### src/rtl/alarm_clock_pkg.sv
// Shared constants for the alarm clock time keeper: BCD digit width,
// per-digit limits and the default seconds-per-minute count.
package alarm_clock_pkg;

    localparam int DIGIT_W = 4;

    typedef logic [DIGIT_W-1:0] bcd_t;

    localparam bcd_t MAX_MS_HR      = 4'd2;
    localparam bcd_t MAX_LS_HR_AT_2 = 4'd3;
    localparam bcd_t MAX_MS_MIN     = 4'd5;
    localparam bcd_t MAX_BCD        = 4'd9;

    localparam int TICKS_PER_MIN_DEFAULT = 60;

endpackage

### src/rtl/time_counter_if.sv
// Control/keypad inputs and current-time outputs of the time keeper.
// There is no valid/ready handshake here: every input is a level that is
// sampled on each rising clock edge, and every output is a register.
interface time_counter_if;
    import alarm_clock_pkg::*;

    logic one_second;
    logic reset_count;
    logic load_new_c;
    bcd_t new_current_time_ms_hr;
    bcd_t new_current_time_ls_hr;
    bcd_t new_current_time_ms_min;
    bcd_t new_current_time_ls_min;
    bcd_t current_time_ms_hr;
    bcd_t current_time_ls_hr;
    bcd_t current_time_ms_min;
    bcd_t current_time_ls_min;
    logic minute_tick;
    logic load_err;

    // Control side: drives the pulses and keypad digits, observes the time.
    modport master (
        output one_second, reset_count, load_new_c,
        output new_current_time_ms_hr, new_current_time_ls_hr,
        output new_current_time_ms_min, new_current_time_ls_min,
        input  current_time_ms_hr, current_time_ls_hr,
        input  current_time_ms_min, current_time_ls_min,
        input  minute_tick, load_err
    );

    // Time keeper side.
    modport slave (
        input  one_second, reset_count, load_new_c,
        input  new_current_time_ms_hr, new_current_time_ls_hr,
        input  new_current_time_ms_min, new_current_time_ls_min,
        output current_time_ms_hr, current_time_ls_hr,
        output current_time_ms_min, current_time_ls_min,
        output minute_tick, load_err
    );
endinterface

### src/rtl/bcd_digit_cnt.sv
// One BCD digit: counts 0..max_val, wrapping to 0, with synchronous clear
// and parallel load. terminal_count flags that the digit sits at its max,
// so the next enabled step wraps and carries into the next digit.
module bcd_digit_cnt
    import alarm_clock_pkg::*;
(
    input  logic clock,
    input  logic clr,
    input  logic en,
    input  logic load,
    input  bcd_t load_val,
    input  bcd_t max_val,
    output bcd_t count,
    output logic terminal_count
);

    // Clear beats load beats count; >= wraps any out-of-range value safely.
    always_ff @(posedge clock) begin
        if (clr) begin
            count <= '0;
        end else if (load) begin
            count <= load_val;
        end else if (en) begin
            if (count >= max_val) begin
                count <= '0;
            end else begin
                count <= count + 4'd1;
            end
        end
    end

    assign terminal_count = (count == max_val);

endmodule

### src/rtl/time_counter.sv
// Current-time keeper: counts one_second pulses into minutes and holds
// HH:MM as four chained BCD digits in 24-hour format.
module time_counter
    import alarm_clock_pkg::*;
#(
    parameter int TICKS_PER_MIN = TICKS_PER_MIN_DEFAULT
) (
    input  logic clock,
    input  logic reset,
    time_counter_if.slave bus
);

    localparam logic [5:0] SEC_MAX = 6'(TICKS_PER_MIN - 1);

    logic [5:0] sec_cnt;
    logic       load_ok;
    logic       do_load;
    logic       advance;
    logic       ls_min_tc, ms_min_tc, ls_hr_tc, ms_hr_tc;
    logic       en_ms_min, en_hr, en_ms_hr;
    bcd_t       ls_hr_max;

    // A load is accepted only if every digit is in range and hour <= 23.
    always_comb begin
        load_ok = (bus.new_current_time_ms_hr  <= MAX_MS_HR)  &&
                  (bus.new_current_time_ls_hr  <= MAX_BCD)    &&
                  (bus.new_current_time_ms_min <= MAX_MS_MIN) &&
                  (bus.new_current_time_ls_min <= MAX_BCD);
        if ((bus.new_current_time_ms_hr == MAX_MS_HR) &&
            (bus.new_current_time_ls_hr > MAX_LS_HR_AT_2)) begin
            load_ok = 1'b0;
        end
    end

    assign do_load = bus.load_new_c && load_ok;

    // A minute step happens only on the last tick of the minute, and only
    // when neither a load nor a seconds clear claims the cycle.
    assign advance = !bus.load_new_c && !bus.reset_count &&
                     bus.one_second && (sec_cnt == SEC_MAX);

    assign en_ms_min = advance && ls_min_tc;
    assign en_hr     = en_ms_min && ms_min_tc;
    assign en_ms_hr  = en_hr && ls_hr_tc;
    assign ls_hr_max = (bus.current_time_ms_hr == MAX_MS_HR) ? MAX_LS_HR_AT_2 : MAX_BCD;

    // Seconds counter plus the registered minute_tick / load_err pulses.
    always_ff @(posedge clock) begin
        if (reset) begin
            sec_cnt         <= '0;
            bus.minute_tick <= 1'b0;
            bus.load_err    <= 1'b0;
        end else begin
            bus.minute_tick <= 1'b0;
            bus.load_err    <= 1'b0;
            if (bus.load_new_c) begin
                sec_cnt      <= '0;
                bus.load_err <= !load_ok;
            end else if (bus.reset_count) begin
                sec_cnt <= '0;
            end else if (bus.one_second) begin
                if (sec_cnt == SEC_MAX) begin
                    sec_cnt         <= '0;
                    bus.minute_tick <= 1'b1;
                end else begin
                    sec_cnt <= sec_cnt + 6'd1;
                end
            end
        end
    end

    bcd_digit_cnt u_ls_min (
        .clock(clock), .clr(reset), .en(advance), .load(do_load),
        .load_val(bus.new_current_time_ls_min), .max_val(MAX_BCD),
        .count(bus.current_time_ls_min), .terminal_count(ls_min_tc)
    );

    bcd_digit_cnt u_ms_min (
        .clock(clock), .clr(reset), .en(en_ms_min), .load(do_load),
        .load_val(bus.new_current_time_ms_min), .max_val(MAX_MS_MIN),
        .count(bus.current_time_ms_min), .terminal_count(ms_min_tc)
    );

    bcd_digit_cnt u_ls_hr (
        .clock(clock), .clr(reset), .en(en_hr), .load(do_load),
        .load_val(bus.new_current_time_ls_hr), .max_val(ls_hr_max),
        .count(bus.current_time_ls_hr), .terminal_count(ls_hr_tc)
    );

    // ms_hr advances only when the hour units wrap; at 23:59 both hour
    // digits sit at their terminal counts and wrap together to 00.
    bcd_digit_cnt u_ms_hr (
        .clock(clock), .clr(reset), .en(en_ms_hr), .load(do_load),
        .load_val(bus.new_current_time_ms_hr), .max_val(MAX_MS_HR),
        .count(bus.current_time_ms_hr), .terminal_count(ms_hr_tc)
    );

endmodule
### src/flat_wrapper.sv
// flat-port wrapper written by rule: the top's interface ports become plain ports
module time_counter_flat import alarm_clock_pkg::*;
#(
    parameter int TICKS_PER_MIN = TICKS_PER_MIN_DEFAULT
)
  (clock, reset, bus_one_second, bus_reset_count, bus_load_new_c, bus_new_current_time_ms_hr, bus_new_current_time_ls_hr, bus_new_current_time_ms_min, bus_new_current_time_ls_min, bus_current_time_ms_hr, bus_current_time_ls_hr, bus_current_time_ms_min, bus_current_time_ls_min, bus_minute_tick, bus_load_err);
  time_counter_if bus_i ();
  input  logic clock;
  input  logic reset;
  input wire logic [$bits(bus_i.one_second)-1:0] bus_one_second;
  input wire logic [$bits(bus_i.reset_count)-1:0] bus_reset_count;
  input wire logic [$bits(bus_i.load_new_c)-1:0] bus_load_new_c;
  input wire logic [$bits(bus_i.new_current_time_ms_hr)-1:0] bus_new_current_time_ms_hr;
  input wire logic [$bits(bus_i.new_current_time_ls_hr)-1:0] bus_new_current_time_ls_hr;
  input wire logic [$bits(bus_i.new_current_time_ms_min)-1:0] bus_new_current_time_ms_min;
  input wire logic [$bits(bus_i.new_current_time_ls_min)-1:0] bus_new_current_time_ls_min;
  output wire logic [$bits(bus_i.current_time_ms_hr)-1:0] bus_current_time_ms_hr;
  output wire logic [$bits(bus_i.current_time_ls_hr)-1:0] bus_current_time_ls_hr;
  output wire logic [$bits(bus_i.current_time_ms_min)-1:0] bus_current_time_ms_min;
  output wire logic [$bits(bus_i.current_time_ls_min)-1:0] bus_current_time_ls_min;
  output wire logic [$bits(bus_i.minute_tick)-1:0] bus_minute_tick;
  output wire logic [$bits(bus_i.load_err)-1:0] bus_load_err;
  assign bus_i.one_second = bus_one_second;
  assign bus_i.reset_count = bus_reset_count;
  assign bus_i.load_new_c = bus_load_new_c;
  assign bus_i.new_current_time_ms_hr = bus_new_current_time_ms_hr;
  assign bus_i.new_current_time_ls_hr = bus_new_current_time_ls_hr;
  assign bus_i.new_current_time_ms_min = bus_new_current_time_ms_min;
  assign bus_i.new_current_time_ls_min = bus_new_current_time_ls_min;
  assign bus_current_time_ms_hr = bus_i.current_time_ms_hr;
  assign bus_current_time_ls_hr = bus_i.current_time_ls_hr;
  assign bus_current_time_ms_min = bus_i.current_time_ms_min;
  assign bus_current_time_ls_min = bus_i.current_time_ls_min;
  assign bus_minute_tick = bus_i.minute_tick;
  assign bus_load_err = bus_i.load_err;
  time_counter #(.TICKS_PER_MIN(TICKS_PER_MIN)) u_core (.clock(clock), .reset(reset), .bus(bus_i));
endmodule
### config.mk
export PLATFORM = sky130hd
export DESIGN_NAME = time_counter_flat
export DESIGN_NICKNAME = d
export VERILOG_FILES = /design/src/rtl/alarm_clock_pkg.sv /design/src/rtl/time_counter_if.sv /design/src/rtl/bcd_digit_cnt.sv /design/src/rtl/time_counter.sv /design/src/flat_wrapper.sv
export SDC_FILE = /design/constraint.sdc
export NUM_CORES = 1
export LEC_CHECK = 0
export BUFFER_PORTS_ARGS = -buffer_cell sky130_fd_sc_hd__buf_2
export CORE_UTILIZATION = 50
export DETAILED_ROUTE_END_ITERATION = 7
export PLACE_DENSITY = 0.86
export SYNTH_ARGS = -nofsm -noshare
export SYNTH_HDL_FRONTEND = slang
export SYNTH_SLANG_ARGS = --single-unit
### constraint.sdc
create_clock -name clock -period 5.3 [get_ports clock]
set_input_delay 0 -clock clock [delete_from_list [all_inputs] [get_ports clock]]
set_output_delay 0 -clock clock [all_outputs]
set_load 0.05 [all_outputs]
# == Word-level counts from Yosys, hierarchy flattened ==
# Cells that the tools add are included.
# word_totals
regBits,24
latchBits,0
ram_bits,0
mem_bits_ro,0
inputBits,21
out_inout_bits,18
elab_cells,66
mem_count,0
# classes
n_addsub,5
mul,0
div,0
n_lt_le_gt_ge,9
eq_ne,6
shift,0
muxes,16
bitwise,2
reduce_logical,21
# ops
cell,n
4-bit 2-to-1 mux,13
4-bit by 1-bit adder with 4-bit output (second input constant),4
1-bit logical AND,11
4-bit by 2-bit == test with 1-bit output (second input constant),2
4-bit less-or-equal comparator (second input constant),2
2-bit nonzero test,4
6-bit by 1-bit adder with 6-bit output (second input constant),1
6-bit == test (second input constant),1
6-bit 2-to-1 mux,1
4-bit by 3-bit == test with 1-bit output (second input constant),1
4-bit == test,1
4-bit == test (second input constant),1
4-bit by 2-bit greater-or-equal comparator with 1-bit output (second input constant),1
4-bit by 3-bit greater-or-equal comparator with 1-bit output (second input constant),1
4-bit greater-or-equal comparator,1
4-bit greater-or-equal comparator (second input constant),1
4-bit by 2-bit greater-than comparator with 1-bit output (second input constant),1
4-bit by 2-bit less-or-equal comparator with 1-bit output (second input constant),1
4-bit by 3-bit less-or-equal comparator with 1-bit output (second input constant),1
4-bit OR reduction,1
1-bit zero test,3
3-bit OR reduction,1
1-bit 2-to-1 mux,2
1-bit NOT,2
2-bit OR reduction,1

# == Depth between registers and ports, before layout ==
# Gate-level depths: netlist of run 1.
# depth
depth_word,9
depth_mapped,9
mapped_depth_nobuf,9

# == By module ==
# A second synthesis of run 1 with hierarchy kept.
# unflattened
cells_unflattened,198
hier_area_um2,1810.5
# by_module_without_submodules
module,instances,cells_each,area_each_um2,seq_area_each_um2
bcd_digit_cnt,4,38,342.8,80.1
time_counter,1,46,439.2,160.2

# == Least setup slack after synthesis of run 1 ==
# OpenSTA, ideal clock, no wires.
# synth_path
path_kind,register to register
startpoint,register u_core.u_ms_hr.count[0]
endpoint,register u_core.u_ls_hr.count[2]
setup_ns,0.091
arrival_time_ns,2.232
required_ns,5.209
setup_slack_ns,2.977
stages_incl_launch_ff,10
n_path_buf,0
period_less_slack_ns,2.323
cell_sequence,dfxtp_1 -> inv_1 -> ha_1 -> nand2_1 -> ha_1 -> a211o_1 -> a21o_1 -> nor2_1 -> nand4b_1 -> a311oi_1
# synth_between
elab_chain_cells,6
# synth_lines
element,line,rtl
"start, declared",bcd_digit_cnt.sv:13,"output bcd_t count,"
"start signal, assigned",bcd_digit_cnt.sv:22,count <= load_val;
"start signal, assigned",bcd_digit_cnt.sv:27,count <= count + 4'd1;
4-bit by 2-bit == test with 1-bit output,time_counter.sv:45,assign ls_hr_max = (bus.current_time_ms_hr == MAX_MS_HR) ? MAX_LS_HR_AT_2 : MAX_BCD;
4-bit 2-to-1 mux,time_counter.sv:45,
4-bit greater-or-equal comparator,bcd_digit_cnt.sv:24,if (count >= max_val) begin
4-bit 2-to-1 mux,bcd_digit_cnt.sv:24,
4-bit 2-to-1 mux,bcd_digit_cnt.sv:23,end else if (en) begin
4-bit 2-to-1 mux,bcd_digit_cnt.sv:21,end else if (load) begin
"end signal, assigned",bcd_digit_cnt.sv:22,
"end signal, assigned",bcd_digit_cnt.sv:27,
"end, declared",bcd_digit_cnt.sv:13,
# Every way passes these cells. The select of a mux whose other input is x is not followed.
# A chain may end at the register's enable or synchronous reset.

# == Worst setup path in the final report of run 1 ==
# layout_path
startpoint,input bus_new_current_time_ls_hr[3]
endpoint,register u_core.u_ms_min.count[2]
# layout_between
elab_chain_cells,7
word_cells_on_any_way,10
cone_classes,order compare: 2; mux: 2; reduce/logical: 6
# layout_lines
element,line,rtl
"start, declared",flat_wrapper.sv:14,input wire logic [$bits(bus_i.new_current_time_ls_hr)-1:0] bus_new_current_time_ls_hr;
4-bit less-or-equal comparator,time_counter.sv:26,(bus.new_current_time_ls_hr <= MAX_BCD) &&
1-bit logical AND,time_counter.sv:25,load_ok = (bus.new_current_time_ms_hr <= MAX_MS_HR) &&
1-bit logical AND,time_counter.sv:26,
1-bit logical AND,time_counter.sv:27,(bus.new_current_time_ms_min <= MAX_MS_MIN) &&
1-bit 2-to-1 mux (*),time_counter.sv:29,if ((bus.new_current_time_ms_hr == MAX_MS_HR) &&
1-bit logical AND (*),time_counter.sv:35,assign do_load = bus.load_new_c && load_ok;
4-bit 2-to-1 mux / 2-bit nonzero test (equally long branches),--,
"end signal, assigned",bcd_digit_cnt.sv:22,
"end signal, assigned",bcd_digit_cnt.sv:27,
"end, declared",bcd_digit_cnt.sv:13,
# Mark *: on every way between the ends. The rest lies on a longest branch, timed or not.

==> results of run 1 <==
per-stage QoR:
| stage | area (µm²) | hold slack, ps | std cells | util | total power, µW |
|---|---|---|---|---|---|
| 3_3_place_gp | 1670 | 263 | 233 | 0.600 | 216 |
| 2_1_floorplan | 1490 | 144 | 169 | - | 206 |
| 3_5_place_dp | 1670 | 276 | 233 | 0.600 | 217 |
| 4_1_cts | 1830 | 2.28 | 249 | 0.656 | 324 |
| 6_report | 1840 | 24.4 | 250 | 0.660 | 324 |
| 5_1_grt | 1840 | 15.7 | 250 | 0.660 | 337 |
cells by family (layout without fill, tap and decap cells):
logic type                 Yosys count  count (layout)  synth area share
buffers and inverters               14              64            0.0539
xor gates and xnor gates             6               6            0.0354
adders and majority gates           12              12             0.101
AOI/OAI and AO/OA                   35              35             0.168
muxes                                2               2            0.0135
DFF                                 24              24             0.323
and+or+nand+nor                     76              76             0.305
state kept, by name, summed over array words and instances (netlist names):
name                    flops
u_core.sec_cnt              6
u_core.u_ls_hr.count        4
u_core.u_ls_min.count       4
u_core.u_ms_hr.count        4
u_core.u_ms_min.count       4
u_core.bus.load_err         1
u_core.bus.minute_tick      1
final cells by class:
cell class | count | area [µm²] | area share
well taps | 31 | 38.8 | 0.0211
multi-input cells | 131 | 926 | 0.504
flip-flops and latches | 24 | 480 | 0.262
clock buffers | 4 | 36.3 | 0.0198
repair buffers | 51 | 320 | 0.175
inverters | 9 | 33.8 | 0.0184
layout by cell type (no fill, tap or decap), types with 2 or more instances in the layout:
cell type,instances
nand3_1,6
nor2b_1,3
inv_1,9
a211oi_1,5
nor4_1,2
o311ai_0,2
buf_2,38
and3_1,3
nor3_1,7
dlygate4sd3_1,13
nand2b_1,3
a32oi_1,2
clkbuf_4,3
nand2_1,9
a21oi_1,8
nor2_1,21
or3_1,2
a311oi_1,2
xor2_1,4
nand4b_1,2
mux2i_1,2
ha_1,12
xnor2_1,2
dfxtp_1,24
nand4_1,2
a2111oi_2,2
nand3b_1,3
a21o_1,2
o21ai_0,8
critical path, stage by stage:
cell and delay [ps]:
dlygate4sd3_1 540, buf_2 150, or3_1 330, a222oi_1 510, nand2_1 470, nand2b_1 290
o21ai_0 120
what timing repair did:
| action | in CTS | in global routing |
|---|---|---|
| buffers inserted | 0 | 0 |
| resized for setup | 0 | 0 |
| endpoints found under the hold margin | 12 | 1 |
| hold buffers | 12 | 1 |
per-layer routing:
layer,GRT usage,vias to the layer above,part of all wire
met3,0.0553,7,0.056
met1,0.282,667,0.44
met4,0.0871,0,0.016
met2,0.385,40,0.49
met5,0,-,0
li1,-,722,-
report_power, final:
part | internal (µW) | switching, µW
clock network | 42.2 | 60.6
registers | 182 | 1.48
logic | 17.8 | 19.7
total | 242 | 81.8
final timing paths:
| kind | startpoint | to | slack, ps |
|---|---|---|---|
| setup / recovery | bus_new_current_time_ls_hr[3] | u_core.u_ms_min.count[2] | 3110 |
| hold / removal | bus_new_current_time_ms_hr[0] | u_core.u_ms_hr.count[0] | 20 |
| setup reg to reg | u_core.u_ms_hr.count[0] | u_core.u_ls_hr.count[2] | 3190 |
| hold reg to reg | u_core.u_ms_hr.count[3] | u_core.u_ms_hr.count[3] | 520 |
==> flow_summary_export.csv, run 1 <==
group,metric,value,unit
status,status,"finished clean",
critical_path,crit_fanout,16,
clocking,insertion_delay,340,ps
sta,worst_slack,3110,ps
grt,first_global_vias,1323,
critical_path,crit_path_end_kind,"flop",
yosys,synth_top_area_frac,0.323,
sta,tns,0,ps
yosys,synth_area_leaders,"dfxtp_1 32%, ha_1 10%, nor2_1 5.3%, a21oi_1 2.7%, o21ai_0 2.7%",
sta,slew_headroom,0.597,
routing,vias,1436,
floorplanning,core_area,0.00278,mm²
power,leakagePower,0.000861,µW
yosys,syn-num-nets,202,
power,p_per_area,176,mW/mm²
final_layout,area.growth.synth_to_final,23.5,%
flow_run,maxCapViolCount,0,
floorplanning,ios,39,
clocking,clk_path_buf_depth,2,
floorplanning,initial_utilization,0.534,
sta,finalCritPeriodShare,0.413,
power,peakVddDrop,0.000214,V
worst_hold_path,hold_path_class,"in -> reg",
yosys,ys_ff_latch,24,
yosys,synth_edf_count,0,
yosys,yosysTopAreaCell,"dfxtp_1",
final_layout,fillers,231,
yosys,synth.most_common_cell,"dfxtp_1",
routing,routedWlPerCell,13.5,µm
floorplanning,dieArea,0.00320,mm²
sta,finClkSkew,11.2,ps
placement,portBuffers,38,
routing,drtPass1Iterations,4,
critical_path,worstSetupPathType,"in -> reg",
yosys,synth.avg_cell_area,8.80,µm²
routing,drt_iter0_markers,61,
routing,antenna_left,0,
grt,gr-usage-all-layers,0.229,
clocking,cts_sinks,24,
yosys,synthFlopType,"dfxtp_1",
critical_path,arrival,2420,ps
yosys,yosysSeqAreaShare,0.323,
routing,drc,0,
grt,grt_pass1_wl,5710,µm
routing,wirelength,3390,µm
critical_path,critPathLaunchType,"primary input",
final_layout,layout-drive-gt1-share,0.237,
clocking,cts-root-buf,"clkbuf_4",
placement,dp_slack,3210,ps
routing,vias_per_cell,5.74,
clocking,cts_inserted_buffers,3,
yosys,netlist_area,0.00149,mm²
sta,period_needed,2190,ps
final_layout,finalNetCount,253,
critical_path,cp_data_required_time,5530,ps
yosys,ys_types,46,
final_layout,num_antenna_cells,0,
sta,worst_slew_pin_slew,604,ps
clocking,clkTransAtPathRegs,140,ps
grt,grt_start_max_net_pins,19,
yosys,yosysWarningCount,0,
sta,fmaxAchievable,457,MHz
sta,rsz0062_at_grt,"no",
placement,gp_congestion,0.890,
critical_path,r2r_cells,9,
sta,slew_violations,0,
yosys,synth_common_cells,"24 x dfxtp_1, 21 x nor2_1, 12 x ha_1, 9 x inv_1, 9 x nand2_1",
grt,antenna_found_initial,0,
floorplanning,die_x,56.5,µm
floorplanning,rows,19,
clocking,ctsHtreeMaxLevel,1,
placement,dp_hpwl,2380,µm
sta,setup_viol,0,
clocking,cts_tree,"built",
yosys,async_flop_share,0,
yosys,netlist_instances,169,
worst_hold_path,worstHoldPathCells,3,
floorplanning,die_height,56.5,µm
sta,hold_viol,0,
grt,grt_overflow,0,
(Power assumes the default switching activity.)
==> run 2, diff against run 1 <==
Settings changed: CORE_UTILIZATION 50 to 47, PLACE_DENSITY 0.86 to 0.85.
Clock period 5.3 ns to 2 ns, I/O delays scaled along.
==> flow_summary_export.csv, run 2 (synthesis gave the netlist of run 1 again) <==
group,metric,value,unit
status,status,"complete, but fails checks",
status,violations,"negative hold slack",
critical_path,worstReg2RegStart,"u_core.u_ms_min.count[1]",
floorplanning,dieArea,0.00339,mm²
sta,rsz0062_at_grt,"yes",
sta,slew_headroom,0.612,
clocking,clkTransAtPathRegs,140,ps
routing,antenna_left,0,
grt,gr-usage-all-layers,0.223,
final_layout,fillers,248,
sta,hold_viol,1,
routing,dr_wl_met3,164,µm
critical_path,r2r_setup_slack,80,ps
placement,placed_area,0.00177,mm²
final_layout,final_cell_mix,"38 x buf_2, 19 x nor2_1, 15 x buf_4",
routing,drc,0,
sta,slew_violations,0,
grt,antenna_found_initial,0,
final_layout,layout-drive-gt1-share,0.373,
worst_hold_path,hold_path_class,"in -> reg",
grt,first_global_vias,1359,
critical_path,cp_data_required_time,2250,ps
final_layout,finalNetCount,267,
sta,period_needed,1920,ps
sta,finalCritPeriodShare,0.962,
clocking,cts_tree,"built",
sta,setup_viol,0,
final_layout,fin_area,0.00204,mm²
worst_hold_path,worstHoldPathCells,3,
grt,grt_overflow,0,
grt,grt_pass1_wl,5890,µm
routing,wirelength,3710,µm
final_layout,layoutNonFillerInstCount,277,
final_layout,top_register,"u_core.sec_cnt",
critical_path,r2r_cells,7,
clocking,clk_path_buf_depth,2,
final_layout,largest_reg_flops,6,
critical_path,cpMaxStageDelayCell,"or4_4",
final_layout,final_common_cell,"buf_2",
routing,drt_iter0_markers,107,
sta,worst_slew_pin_slew,576,ps
power,p_per_area,420,mW/mm²
routing,routedWlPerCell,13.4,µm
clocking,ctsHtreeMaxLevel,1,
critical_path,crit_buf_inv,2,
critical_path,cpPeakStageDelay,600,ps
final_layout,num_antenna_cells,0,
final_layout,multiInputGateArea,976,µm²
clocking,cts_inserted_buffers,3,
floorplanning,core_area,0.00303,mm²
worst_hold_path,min_to,"u_core.u_ls_min.count[1]",
critical_path,critPathLaunchType,"flop",
power,leakagePower,0.000944,µW
routing,wl_met1,1750,µm
routing,drtPass1Iterations,4,
power,power.total,854,µW
clocking,insertion_delay,320,ps
clocking,cts-root-buf,"clkbuf_4",
critical_path,r2r_end,"u_core.u_ls_hr.count[3]",
placement,gp_congestion,0.865,
critical_path,cp_top_family,"simple AND/OR/NAND/NOR gates",
critical_path,arrival,2180,ps
placement,dpl.cell_count,254,
placement,portBuffers,38,
sta,tns,0,ps
placement,dp_hpwl,2550,µm
floorplanning,initial_utilization,0.491,
final_layout,seq_area,509,µm²
critical_path,path_cells,"inv_1 > ha_1 > nand3b_1 > or4_4 > buf_4 > mux2i_1 > a211oi_2",
routing,wl_met2,1670,µm
critical_path,crit_fanout,5,
routing,highest_layer,"met4",
flow_run,maxCapViolCount,0,
sta,fmaxAchievable,520,MHz
worst_hold_path,min_from,"bus_new_current_time_ls_min[1]",
floorplanning,die_x,58.2,µm
routing,vias,1496,
grt,grt_start_max_net_pins,18,
final_layout,area.growth.synth_to_final,37.0,%
clocking,cts_sinks,24,
critical_path,crit_path_end_kind,"flop",
floorplanning,rows,20,
floorplanning,ios,39,
floorplanning,die_height,58.2,µm
critical_path,worstSetupPathType,"reg -> reg",
power,peakVddDrop,0.000235,V
sta,finClkSkew,5.04,ps
sta,hold_slack,-1.73,ps
routing,vias_per_cell,5.40,
[run 2: cell count changes in the layout (fill, tap and decap cells not counted), sizes merged]
cell	before	now
buf	38	53
dlygate4sd3	13	12
[run 2: worst max path at each step]
stage          slack (ps)                 endpoint                      from  cells past startpoint
2_1_floorplan         -10  u_core.u_ls_hr.count[2]   u_core.u_ms_hr.count[0]                      9
3_3_place_gp           70  u_core.u_ls_hr.count[2]   u_core.u_ms_hr.count[0]                      9
3_5_place_dp          -50  u_core.u_ms_hr.count[0]         u_core.sec_cnt[1]                      6
4_1_cts                10  u_core.u_ls_hr.count[2]   u_core.u_ms_hr.count[0]                      9
5_1_grt                -5  u_core.u_ls_hr.count[2]   u_core.u_ms_hr.count[0]                      9
6_report               80  u_core.u_ls_hr.count[3]  u_core.u_ms_min.count[1]                      7
[run 2: metal layers]
layer  up-vias  GRT usage
li1        751          -
met1       681      0.297
met2        49      0.356
met3        15     0.0313
met4         0      0.102
met5         -          0
[run 2: area by class of cell]
class,count,share of cell area
multi-input cells,131,0.479
repair buffers,65,0.208
well taps,44,0.0270
clock buffers,4,0.0178
flip-flops and latches,24,0.250
inverters,9,0.0178
[run 2: power breakdown]
| group | internal, µW | total, µW | switching (µW) | leakage (µW) |
|---|---|---|---|---|
| sequential | 475 | 479 | 4.16 | 0.000201 |
| combinational | 53.3 | 108 | 54.8 | 0.000721 |
| clock | 111 | 267 | 156 | 0.0000210 |
| total | 639 | 854 | 215 | 0.000944 |
[run 2: worst min-delay path, stage by stage]
cell and delay (ps):
buf_2 100, inv_1 50, o311ai_0 120
[run 2: repair_timing]
item / in CTS / in global routing
buffers inserted: 4 / 3
setup endpoints to repair: 4 / 9
pin swaps: 6 / 10
hold buffers: 12 / 0
resized for setup: 1 / 14
hold endpoints to repair: 12 / 0
[run 2: through the flow]
step,util,worst slack [ps],hold slack [ps]
after global placement,0.585,71.3,259
after CTS,0.647,10.2,6.48
after global routing,0.672,-5.08,21.7
after detailed placement,0.585,-45.9,265
after floorplan,-,-10.1,144
final,0.672,75.5,-1.73
==> run 3, diff against run 2 <==
Settings changed: ABC_AREA from default to 1.
==> flow_summary_export.csv, run 3 <==
group,metric,value,unit
grt,grt_overflow,0,
yosys,synth_area_leaders,"dfxtp_1 31%, nand2_1 14%, ha_1 9.7%, nand3_1 9.0%, inv_1 6.8%",
routing,drt_iter0_markers,44,
clocking,insertion_delay,320,ps
critical_path,r2r_end,"u_core.u_ls_hr.count[1]",
yosys,syn-num-nets,258,
placement,gp_congestion,0.817,
yosys,ys_ff_latch,24,
sta,finalCritPeriodShare,0.927,
critical_path,path_cells,"or2_2 > nor2_1 > inv_1 > ha_1 > nand2_1 > a21oi_2 > nor2_2 > nand2_1 > nand2_1 > o21ai_0 > a21oi_1",
power,peakVddDrop,0.000243,V
sta,tns,0,ps
power,p_per_area,423,mW/mm²
critical_path,worstSetupPathDepth,11,
sta,hold_slack,5.84,ps
sta,fmaxAchievable,539,MHz
routing,vias_per_cell,4.91,
clocking,clkTransAtPathRegs,130,ps
final_layout,largest_reg_flops,6,
clocking,cts-root-buf,"clkbuf_4",
sta,finClkSkew,1.72,ps
critical_path,cp_data_required_time,2260,ps
sta,slew_headroom,0.675,
final_layout,layout-drive-gt1-share,0.205,
floorplanning,die_x,59.5,µm
yosys,synthFlopType,"dfxtp_1",
yosys,synth_top_area_frac,0.310,
grt,antenna_found_initial,0,
yosys,synth_common_cells,"57 x nand2_1, 28 x inv_1, 28 x nand3_1, 25 x nor2_1, 24 x dfxtp_1",
floorplanning,dieArea,0.00353,mm²
clocking,clk_path_buf_depth,2,
yosys,yosysSeqAreaShare,0.310,
grt,grt_start_max_net_pins,25,
clocking,cts_tree,"built",
yosys,synth.avg_cell_area,6.90,µm²
placement,portBuffers,38,
sta,rsz0062_at_grt,"no",
yosys,yosysTopAreaCell,"dfxtp_1",
clocking,ctsHtreeMaxLevel,1,
sta,period_needed,1850,ps
critical_path,crit_path_end_kind,"flop",
final_layout,final_common_cell,"nand2_1",
final_layout,top_register,"u_core.sec_cnt",
final_layout,area.growth.synth_to_final,23.3,%
critical_path,crit_buf_inv,1,
critical_path,worstSetupPathType,"reg -> reg",
grt,first_global_vias,1356,
critical_path,cp_top_family,"simple AND/OR/NAND/NOR gates",
routing,drtPass1Iterations,6,
critical_path,r2r_setup_slack,150,ps
floorplanning,core_area,0.00310,mm²
floorplanning,ios,39,
worst_hold_path,min_to,"u_core.u_ms_min.count[1]",
worst_hold_path,hold_path_class,"in -> reg",
status,status,"finished clean",
yosys,synth.most_common_cell,"nand2_1",
worst_hold_path,worstHoldPathCells,3,
final_layout,finalNetCount,308,
clocking,cts_sinks,24,
sta,hold_viol,0,
clocking,post-cts-setup-buffer-count,0,
critical_path,worstReg2RegStart,"u_core.u_ms_hr.count[2]",
routing,vias,1556,
worst_hold_path,min_from,"bus_new_current_time_ms_min[1]",
grt,gr-usage-all-layers,0.213,
final_layout,final_cell_mix,"57 x nand2_1, 38 x buf_2, 28 x inv_1, 28 x nand3_1, 24 x nor2_1",
floorplanning,die_height,59.5,µm
yosys,synth_edf_count,0,
critical_path,arrival,2110,ps
yosys,netlist_area,0.00155,mm²
routing,drc,0,
floorplanning,initial_utilization,0.500,
critical_path,critPathLaunchType,"flop",
critical_path,r2r_cells,11,
sta,slew_violations,0,
flow_run,maxCapViolCount,0,
critical_path,cpMaxStageDelayCell,"dfxtp_1",
yosys,async_flop_share,0,
yosys,ys_types,25,
yosys,yosysWarningCount,0,
power,leakagePower,0.00101,µW
critical_path,cpPeakStageDelay,340,ps
routing,routedWlPerCell,10.8,µm
critical_path,crit_fanout,3,
sta,worst_slew_pin_slew,487,ps
routing,wirelength,3410,µm
critical_path,crit_top_cell,"nand2_1",
routing,antenna_left,0,
sta,setup_viol,0,
grt,grt_pass1_wl,5620,µm
clocking,cts_inserted_buffers,3,
placement,dp_hpwl,2520,µm
floorplanning,rows,20,
yosys,netlist_instances,225,
final_layout,num_antenna_cells,0,
final_layout,post-route-util,0.617,
-- run 3: cell types whose count changed after synthesis, moves of 3 or more --
| cell | previous run | this run |
|---|---|---|
| nor2_4 | 0 | 3 |
| nor2b_1 | 3 | 0 |
| a211oi_1 | 5 | 0 |
| buf_6 | 3 | 0 |
| nand2b_1 | 3 | 0 |
| nor2_1 | 21 | 25 |
| nand3_1 | 6 | 28 |
| inv_1 | 9 | 28 |
| nand2_1 | 9 | 57 |
-- run 3: report_power, final --
| part | internal, µW | total (µW) | switching [µW] |
|---|---|---|---|
| registers | 482 | 486 | 3.82 |
| logic | 43.2 | 105 | 61.8 |
| clock network | 70.7 | 217 | 147 |
-- run 3: worst register-to-register path, cell delays in order, from the launching register on --
cell and delay [ps]:
dfxtp_1 340, or2_2 310, nor2_1 140, inv_1 60, ha_1 280, nand2_1 90, a21oi_2 70, nor2_2 120
nand2_1 60, nand2_1 60, o21ai_0 100, a21oi_1 160
-- run 3: timing repair --
| action | 4_1_cts | 5_1_grt |
|---|---|---|
| hold endpoints to repair | 10 | 1 |
| hold buffers | 9 | 1 |
| endpoints found under the setup margin | 0 | 2 |
| gates resized for setup | 0 | 2 |
-- run 3: worst max-delay path by stage --
stage	start	endpoint	slack (ps)
3_3_place_gp	u_core.u_ms_hr.count[2]	u_core.u_ls_hr.count[1]	250
3_5_place_dp	u_core.u_ms_hr.count[2]	u_core.u_ls_hr.count[1]	180
5_1_grt	u_core.u_ms_hr.count[2]	u_core.u_ls_hr.count[1]	20
4_1_cts	u_core.u_ms_hr.count[2]	u_core.u_ls_hr.count[1]	150
2_1_floorplan	u_core.u_ms_hr.count[2]	u_core.u_ls_hr.count[1]	60
6_report	u_core.u_ms_hr.count[2]	u_core.u_ls_hr.count[1]	150
-- run 3: stage by stage --
stage / total power [µW] / worst slack, ps / instance area, µm² / std cells
4_1_cts: 810 / 150 / 1900 / 316
3_3_place_gp: 587 / 248 / 1780 / 304
2_1_floorplan: 549 / 57.0 / 1550 / 225
3_5_place_dp: 588 / 181 / 1780 / 304
6_report: 809 / 145 / 1910 / 317
5_1_grt: 853 / 17.0 / 1910 / 317
-- run 3: layer usage --
layer | global-route usage | vias to the layer above | part of all wire
met5 | 0 | - | 0
met4 | 0.0816 | 0 | 0.015
met3 | 0.0349 | 4 | 0.027
met2 | 0.377 | 31 | 0.48
met1 | 0.255 | 699 | 0.48
li1 | - | 822 | -
-- run 3: cells by family after synthesis --
group | count (synthesis) | synth area share
mux | 1 | 0.00645
compound gates | 18 | 0.0653
xor+xnor | 6 | 0.0339
simple gates | 133 | 0.410
buf+inv | 31 | 0.0774
flops | 24 | 0.310
fa+ha+maj | 12 | 0.0968
-- run 3: area by class of cell --
class,instances,area (µm²)
clock buffers,3,22.5
fillers,308,1190
inverters,28,105
multi-input cells,170,957
flip-flops and latches,24,483
well taps,44,55.1
repair buffers,48,290
